**src/rtl/cls_resp_unit.sv**
```systemverilog
// ---------------------------------------------------------------------------
// cls_resp_unit
// Response/fault unit for a triple-core lockstep cluster. The master core's
// data request (already compared against the slaves) is forwarded to data
// memory. Grants are returned combinationally to all three cores. Responses
// are returned to all three cores one cycle later.
// Outstanding transactions are tracked. A lockstep mismatch, an unexpected
// response or a response timeout moves the unit into a sticky FAULT state.
// While in FAULT, no new requests are issued.
//
// Ports
//   clk, rst                      : clock (rising edge), async active-high reset
//   data_*_ms                     : master core request (req/we/be/addr/wdata)
//   cmp_fault                     : lockstep comparator mismatch
//   fault_clr                     : request to leave FAULT
//   mem_req/we/be/addr/wdata      : request to data memory
//   mem_gnt/rvalid/rdata          : memory grant and response
//   data_gnt_{ms,sl1,sl2}         : replicated grant
//   data_rvalid_/rdata_{ms,sl1,sl2}: replicated, registered response
//   fault_latched, fault_code     : sticky fault flag and first cause
//   outstanding                   : outstanding transaction count
// ---------------------------------------------------------------------------
module cls_resp_unit #(
    parameter int TIMEOUT = 16,
    parameter int MAX_OUT = 2
) (
    input  logic        clk,
    input  logic        rst,
    input  logic        data_req_ms,
    input  logic        data_we_ms,
    input  logic [3:0]  data_be_ms,
    input  logic [31:0] data_addr_ms,
    input  logic [31:0] data_wdata_ms,
    input  logic        cmp_fault,
    input  logic        fault_clr,
    output logic        mem_req,
    output logic        mem_we,
    output logic [3:0]  mem_be,
    output logic [31:0] mem_addr,
    output logic [31:0] mem_wdata,
    input  logic        mem_gnt,
    input  logic        mem_rvalid,
    input  logic [31:0] mem_rdata,
    output logic        data_gnt_ms,
    output logic        data_gnt_sl1,
    output logic        data_gnt_sl2,
    output logic        data_rvalid_ms,
    output logic        data_rvalid_sl1,
    output logic        data_rvalid_sl2,
    output logic [31:0] data_rdata_ms,
    output logic [31:0] data_rdata_sl1,
    output logic [31:0] data_rdata_sl2,
    output logic        fault_latched,
    output logic [1:0]  fault_code,
    output logic [1:0]  outstanding
);

    localparam int          TW        = $clog2(TIMEOUT + 1);
    localparam logic [TW-1:0] TMO_LAST = TW'(TIMEOUT - 1);
    localparam logic [1:0]  MAX_OUT_C = MAX_OUT[1:0];

    localparam logic [1:0] CODE_NONE = 2'b00;
    localparam logic [1:0] CODE_CMP  = 2'b01;
    localparam logic [1:0] CODE_UNEX = 2'b10;
    localparam logic [1:0] CODE_TMO  = 2'b11;

    typedef enum logic [1:0] {
        ST_IDLE  = 2'd0,
        ST_BUSY  = 2'd1,
        ST_FAULT = 2'd2
    } state_t;

    state_t          r_state, w_state_nxt;
    logic [1:0]      r_out, w_out_nxt;
    logic [TW-1:0]   r_tmo, w_tmo_nxt;
    logic [1:0]      r_code, w_code_nxt;
    logic            r_fault, w_fault_nxt;
    logic            r_rvalid;
    logic [31:0]     r_rdata;

    logic w_in_fault;
    logic w_accept;
    logic w_rv_counted;
    logic w_unexp;
    logic w_tmo_hit;

    assign w_in_fault = (r_state == ST_FAULT);

    // Request gating: blocked in FAULT, on a live mismatch, or when full.
    assign mem_req   = data_req_ms && !w_in_fault && !cmp_fault && (r_out < MAX_OUT_C);
    assign mem_we    = data_we_ms;
    assign mem_be    = data_be_ms;
    assign mem_addr  = data_addr_ms;
    assign mem_wdata = data_wdata_ms;

    assign w_accept     = mem_req && mem_gnt;
    // A response only retires a transaction if one is actually pending.
    assign w_rv_counted = mem_rvalid && (r_out != 2'd0);
    assign w_unexp      = mem_rvalid && (r_out == 2'd0) && !w_in_fault;
    // The window restarts on an accept, so an accept in the final cycle is not a timeout.
    assign w_tmo_hit    = !w_in_fault && (r_out != 2'd0) && (r_tmo == TMO_LAST)
                          && !mem_rvalid && !w_accept;

    assign data_gnt_ms  = w_accept;
    assign data_gnt_sl1 = w_accept;
    assign data_gnt_sl2 = w_accept;

    assign data_rvalid_ms  = r_rvalid;
    assign data_rvalid_sl1 = r_rvalid;
    assign data_rvalid_sl2 = r_rvalid;
    assign data_rdata_ms   = r_rdata;
    assign data_rdata_sl1  = r_rdata;
    assign data_rdata_sl2  = r_rdata;

    assign fault_latched = r_fault;
    assign fault_code    = r_code;
    assign outstanding   = r_out;

    // Outstanding count and response timeout counter next values.
    always_comb begin
        w_out_nxt = r_out;
        w_tmo_nxt = r_tmo;
        case ({w_accept, w_rv_counted})
            2'b10:   w_out_nxt = r_out + 2'd1;
            2'b01:   w_out_nxt = r_out - 2'd1;
            default: w_out_nxt = r_out;
        endcase
        if (w_accept || mem_rvalid || (r_out == 2'd0)) begin
            w_tmo_nxt = '0;
        end else if (r_tmo != TMO_LAST) begin
            w_tmo_nxt = r_tmo + TW'(1);
        end else begin
            w_tmo_nxt = r_tmo;  // saturate; fault already raised from here
        end
    end

    // Next-state logic and first-cause fault recording.
    always_comb begin
        w_state_nxt = r_state;
        w_code_nxt  = r_code;
        w_fault_nxt = r_fault;
        case (r_state)
            ST_FAULT: begin
                if (fault_clr && (r_out == 2'd0) && !cmp_fault) begin
                    w_state_nxt = ST_IDLE;
                    w_code_nxt  = CODE_NONE;
                    w_fault_nxt = 1'b0;
                end else begin
                    w_state_nxt = ST_FAULT;
                end
            end
            ST_IDLE, ST_BUSY: begin
                if (cmp_fault) begin
                    w_state_nxt = ST_FAULT;
                    w_code_nxt  = CODE_CMP;
                    w_fault_nxt = 1'b1;
                end else if (w_unexp) begin
                    w_state_nxt = ST_FAULT;
                    w_code_nxt  = CODE_UNEX;
                    w_fault_nxt = 1'b1;
                end else if (w_tmo_hit) begin
                    w_state_nxt = ST_FAULT;
                    w_code_nxt  = CODE_TMO;
                    w_fault_nxt = 1'b1;
                end else if (w_out_nxt == 2'd0) begin
                    w_state_nxt = ST_IDLE;
                end else begin
                    w_state_nxt = ST_BUSY;
                end
            end
            default: begin
                w_state_nxt = ST_IDLE;
                w_code_nxt  = CODE_NONE;
                w_fault_nxt = 1'b0;
            end
        endcase
    end

    // State, counters and fault registers.
    always_ff @(posedge clk or posedge rst) begin
        if (rst) begin
            r_state <= ST_IDLE;
            r_out   <= 2'd0;
            r_tmo   <= '0;
            r_code  <= CODE_NONE;
            r_fault <= 1'b0;
        end else begin
            r_state <= w_state_nxt;
            r_out   <= w_out_nxt;
            r_tmo   <= w_tmo_nxt;
            r_code  <= w_code_nxt;
            r_fault <= w_fault_nxt;
        end
    end

    // Response pipeline stage; data only moves on a valid response.
    always_ff @(posedge clk or posedge rst) begin
        if (rst) begin
            r_rvalid <= 1'b0;
            r_rdata  <= 32'd0;
        end else begin
            r_rvalid <= mem_rvalid;
            if (mem_rvalid) begin
                r_rdata <= mem_rdata;
            end else begin
                r_rdata <= r_rdata;
            end
        end
    end

endmodule
```
**config.mk**
```make
export PLATFORM = sky130hd
export DESIGN_NAME = cls_resp_unit
export DESIGN_NICKNAME = d
export VERILOG_FILES = /design/src/rtl/cls_resp_unit.sv
export SDC_FILE = /design/constraint.sdc
export NUM_CORES = 1
export LEC_CHECK = 0
export ABC_AREA = 1
export CAP_MARGIN = 10
export CELL_PAD_IN_SITES_DETAIL_PLACEMENT = 2
export CELL_PAD_IN_SITES_GLOBAL_PLACEMENT = 2
export CORE_MARGIN = 2
export CORE_UTILIZATION = 16
export CTS_BUF_LIST = sky130_fd_sc_hd__clkbuf_8
export CTS_CLUSTER_DIAMETER = 40
export DETAILED_ROUTE_END_ITERATION = 12
export GPL_TIMING_DRIVEN = 1
export PLACE_DENSITY_LB_ADDON = 0.1
export SYNTH_ARGS = -nofsm -noshare
export SYNTH_HDL_FRONTEND = slang
export SYNTH_SLANG_ARGS = --single-unit
```
**constraint.sdc**
```tcl
create_clock -name clk -period 4.3 [get_ports clk]
set_input_delay 0.43 -clock clk [delete_from_list [all_inputs] [get_ports clk]]
set_output_delay 0.43 -clock clk [all_outputs]
set_load 0.01 [all_outputs]
```
### Word-level counts from Yosys, hierarchy flattened

Index checks and enable logic that the tools add are counted.

* input bits: 108
* output and inout bits: 177
* register bits: 45

* reductions and logical operators: 26
* $add $sub $neg: 3
* magnitude comparators: 1
* eq/ne operators: 8
* multiplexer cells: 19

Operators by type and width (number)
* 2-bit 2-to-1 mux: 8
* 1-bit logical AND: 13
* 2-bit case mux with 2 select lines: 3
* 5-bit 2-to-1 mux: 2
* 2-bit zero test: 3
* 5-bit by 1-bit adder with 5-bit output, second input constant: 1
* 5-bit by 4-bit == test with 1-bit output, second input constant: 1
* 1-bit 2-to-1 mux: 5
* 5-bit by 4-bit inequality test with 1-bit output, second input constant: 1
* 2-bit by 1-bit == test with 1-bit output, second input constant: 2
* 2-bit == test, second input constant: 2
* 1-bit zero test: 4
* 4-bit inequality test, second input constant: 1
* 2-bit nonzero test: 2
* 2-bit by 1-bit adder with 2-bit output, second input constant: 1
* 1-bit logical OR: 2
* 2-bit < comparator, second input constant: 1
* 2-bit by 1-bit inequality test with 1-bit output, second input constant: 1
* 1-bit case mux with 2 select lines: 1
* 2-bit AND reduction: 1
* 2-bit OR reduction: 1
* 2-bit by 1-bit subtractor with 2-bit output, second input constant: 1

### Logic depth before layout (Yosys ltp)

* depth in word-level cells: 14
* gate-level depth with buffers: 10
* mapped depth without buffers: 10

### Worst setup path before layout

No wires, ideal clock.

* kind: input to register
* start point: input port mem_rvalid
* end point: register r_state[0]
* path buffers: 2
* arrival time: 1.642 ns
* stages on the path: 10
* setup slack: 2.539 ns
* setup time: 0.119 ns
* path through: buf_2 -> inv_2 -> buf_2 -> nor2_1 -> ha_1 -> a21oi_1 -> o21ai_1 -> xor2_1 -> nor2_1 -> nor2_1

* word-level cells in the longest chain between the ends: 9

Ends and longest elaborated chain
* from (decl): line 42 `input logic mem_rvalid,`
* 1-bit logical AND *: line 98 `assign w_rv_counted = mem_rvalid && (r_out != 2'd0);`
* 2-bit by 1-bit == test with 1-bit output or 2-bit == test (tied branches): line 123 `case ({w_accept, w_rv_counted})`
* 2-bit case mux with 2 select lines *: line 123
* net w_out_nxt[1]: line 74 `logic [1:0] r_out, w_out_nxt;`
* 2-bit zero test *: line 165 `end else if (w_out_nxt == 2'd0) begin`
* 1-bit 2-to-1 mux *: line 165
* 2-bit 2-to-1 mux *: line 161 `end else if (w_tmo_hit) begin`
* 2-bit 2-to-1 mux *: line 157 `end else if (w_unexp) begin`
* 2-bit 2-to-1 mux *: line 153 `if (cmp_fault) begin`
* 2-bit case mux with 2 select lines *: line 142 `case (r_state)`
* net w_state_nxt[0]: line 73 `state_t r_state, w_state_nxt;`
* to (signal assigned): line 188 `r_state <= w_state_nxt;`
* to (decl): line 73

Mark *: on every way through the listed nets, which the timed path passes. The rest lies on a longest branch.
A chain may end at the register's enable or synchronous reset.

### Final worst setup path

* start point: input port data_req_ms
* end point: output port data_gnt_ms

* word-level cells in the longest chain between the ends: 4

Ends and longest elaborated chain
* from (decl): line 29 `input logic data_req_ms,`
* 1-bit logical AND (3 in series): line 90 `assign mem_req = data_req_ms && !w_in_fault && !cmp_fault && (r_out < MAX_OUT_C);`
* 1-bit logical AND: line 96 `assign w_accept = mem_req && mem_gnt;`
* to (decl): line 44 `output logic data_gnt_ms,`

No other way between the ends.

==> flow_metrics.env <==
export IMPL_status="completed"
export IMPL_die_h_um=139
export IMPL_grt_pass1_vias=2285
export IMPL_yosys_area_share_adder_pct=1.28
export IMPL_cts_buffers=5
export IMPL_fin_crit_sh_pct=54.7
export IMPL_syn2layout_area_growth_pct=26.3
export IMPL_synth_compound_area_share_pct=1.15
export IMPL_final_common_cell="clkdlybuf4s50_1"
export IMPL_num_vias=2115
export IMPL_fin_nets=473
export IMPL_criticalPathCategory="in2out"
export IMPL_drive_gt1_share_pct=6.93
export IMPL_ys_seq_area_share_pct=38.4
export IMPL_clk_pin_slew_ns=0.09
export IMPL_relSlewSlack_pct=55.0
export IMPL_grt_max_degree=36
export IMPL_cellLeakagePower_uw=0.00166
export IMPL_grt_first_pass_wirelength_um=13400
export IMPL_worst_r2r_setup_slack_ns=2.58
export IMPL_worst_ep_arrival_time_ns=1.92
export IMPL_hold_buffers=0
export IMPL_ys_types=23
export IMPL_drt_iter0_drc=81
export IMPL_rsz0062_at_grt="no"
export IMPL_hpwlAfterDp_um=6150
export IMPL_wirelength_um=8300
export IMPL_drt_pass1_iterations=4
export IMPL_cts_setup_buffers=0
export IMPL_ioPinCount=285
export IMPL_endpoint_kind="output pin"
export IMPL_synthXorXnorAreaFrac_pct=1.20
export IMPL_final_area_mm2=0.00370
export IMPL_setup_tns_ns=0
export IMPL_cts_sinks=45
export IMPL_clock_skew_ns=0.00608
export IMPL_rr_startpoint="outstanding[1]"
export IMPL_synth_simple_area_share_pct=19.8
export IMPL_clock_latency_ns=0.31
export IMPL_cellPowerDensity_mw_per_mm2=371
export IMPL_syn_area_mm2=0.00293
export IMPL_port_buffers=146
export IMPL_fmax_ghz=0.425
export IMPL_synthMuxAreaShare_pct=0
export IMPL_nFillCells=2051
export IMPL_layout_common_cells="clkdlybuf4s50_1, nand2_1, dfrtp_1, inv_1, nor2_1"
export IMPL_ctsHtreeMaxLevel=2
export IMPL_crit_start="data_req_ms"
export IMPL_finalCriticalPeriod_ns=2.35
export IMPL_fin_ws_ns=1.95
export IMPL_reg2reg_to="r_state[0]"
export IMPL_viasPerCell=3.58
export IMPL_routed_top_layer="met4"
export IMPL_wl_met1_um=3610
export IMPL_drv_slew=0
export IMPL_root_buffer="clkbuf_8"
export IMPL_drv_cap=0
export IMPL_start_util_pct=16.3
export IMPL_post_drt_wl_per_cell_um=14.1
export IMPL_post_cts_resized=0
export IMPL_detail_route_antenna_nets=0
export IMPL_clockBufferDepth=2
export IMPL_antenna_found_initial=0
export IMPL_synth_seq_cells=45
export IMPL_synth_cells=351
export IMPL_cp_start_kind="input port"
export IMPL_cts_tree="built"
export IMPL_cp_data_required_time_ns=3.87
export IMPL_diodes=0
export IMPL_crit_end="data_gnt_ms"
export IMPL_syn_nets=462
export IMPL_path_max_fanout=4
export IMPL_gp_congestion=0.654
export IMPL_reg2regPathDepth=8
export IMPL_yosys_warnings=0
export IMPL_peakVddDrop_mv=0.106
export IMPL_place_area_mm2=0.00363
export IMPL_wl_met2_um=3800
export IMPL_hold_viol=0
export IMPL_hp_class="reg2reg"
export IMPL_die_area_mm2=0.0194
export IMPL_die_x_um=139
export IMPL_post_route_drc_count=0
export IMPL_grt_overflow_total=0
export IMPL_rows=49
export IMPL_tightest_slew_ns=0.675
export IMPL_avgSynthCellArea_um2=8.34
export IMPL_track_usage_pct=8.85
export IMPL_pre_cts_slack_ns=1.92
export IMPL_finalSetupViolations=0
export IMPL_design_core_area_mm2=0.0180
export IMPL_synth_top_family_by_area="buffers and inverters"
export IMPL_dr_wl_met3_um=724
==> cell type report <==
type                    count  area (µm²)  share of cell area [%]
well taps                 229         287                    7.74
repair buffers            148        1470                    39.8
multi-input cells         147         686                    18.5
clock buffers               5        68.8                    1.86
inverters                  15        56.3                    1.52
flip-flops and latches     45        1130                    30.4
clock inverters             1        5.00                   0.135
==> layer usage <==
layer	track usage [%]	up-vias
met2	13.7	117
met3	3.61	25
met4	3.56	0
met1	11.0	1031
li1	-	942
met5	0	-
==> cell usage after synthesis <==
cell type / count / area, µm²
buf_4: 137 / 1030
nand2_1: 106 / 398
dfrtp_1: 45 / 1130
inv_1: 11 / 41.3
nor2_1: 10 / 37.5
nand3_1: 6 / 30.0
buf_2: 5 / 25.0
inv_2: 4 / 15.0
a21oi_1: 3 / 15.0
ha_1: 3 / 37.5
nand2_4: 3 / 33.8
xor2_1: 3 / 26.3
clkbuf_1: 2 / 7.51
nand3_2: 2 / 20.0
nor2_2: 2 / 12.5
o21ai_1: 2 / 10.0
a31o_2: 1 / 8.76
and3_1: 1 / 6.26
nand2_2: 1 / 6.26
nand3_4: 1 / 17.5
nand4_2: 1 / 12.5
nor3_1: 1 / 5.00
xnor2_1: 1 / 8.76
==> worst min-delay path by stage <==
stage | start | to | slack, ns | cells after the start
2_1_floorplan | mem_rvalid | data_rvalid_ms | 0.46 | 0
3_3_place_gp | fault_code[1] | fault_code[1] | 0.48 | 2
3_5_place_dp | fault_code[0] | fault_code[0] | 0.48 | 2
4_1_cts | rst | data_rdata_ms[0] | 0.51 | 2
5_1_grt | rst | data_rdata_ms[29] | 0.53 | 2
6_report | fault_code[0] | fault_code[0] | 0.49 | 2
==> through the flow <==
| stage | total power [µW] | util (%) | hold slack (ns) | instances |
|---|---|---|---|---|
| 5_1_grt | 1490 | 20.6 | 0.531 | 590 |
| 3_5_place_dp | 1140 | 20.2 | 0.476 | 584 |
| 3_3_place_gp | 1130 | 20.2 | 0.480 | 584 |
| 2_1_floorplan | 954 | - | 0.461 | 351 |
| 6_report | 1370 | 20.6 | 0.494 | 590 |
| 4_1_cts | 1430 | 20.6 | 0.508 | 590 |
==> report_power, final <==
part / total (µW) / switching [µW] / internal (µW)
Sequential: 558 / 68.1 / 490
Combinational: 550 / 258 / 291
Clock: 265 / 158 / 108
Total: 1370 / 484 / 889
==> registers in the layout, indices dropped and copies added (netlist names) <==
register        count
r_state             2
r_tmo               5
fault_latched       1
outstanding         2
fault_code          2
data_rvalid_ms      1
data_rdata_ms      32
==> cell families after synthesis <==
group,after synthesis
compound gates,6
xor+xnor,4
simple gates,134
flops,45
fa+ha+maj,3
buf+inv,159
==> critical path: stages <==
cell and delay, ns:
clkdlybuf4s50_1 0.47, inv_1 0.05, nor2_2 0.13, nand4_2 0.16, inv_1 0.13, clkdlybuf4s50_1 0.55
No activity file was read; power rests on OpenSTA's default activity.
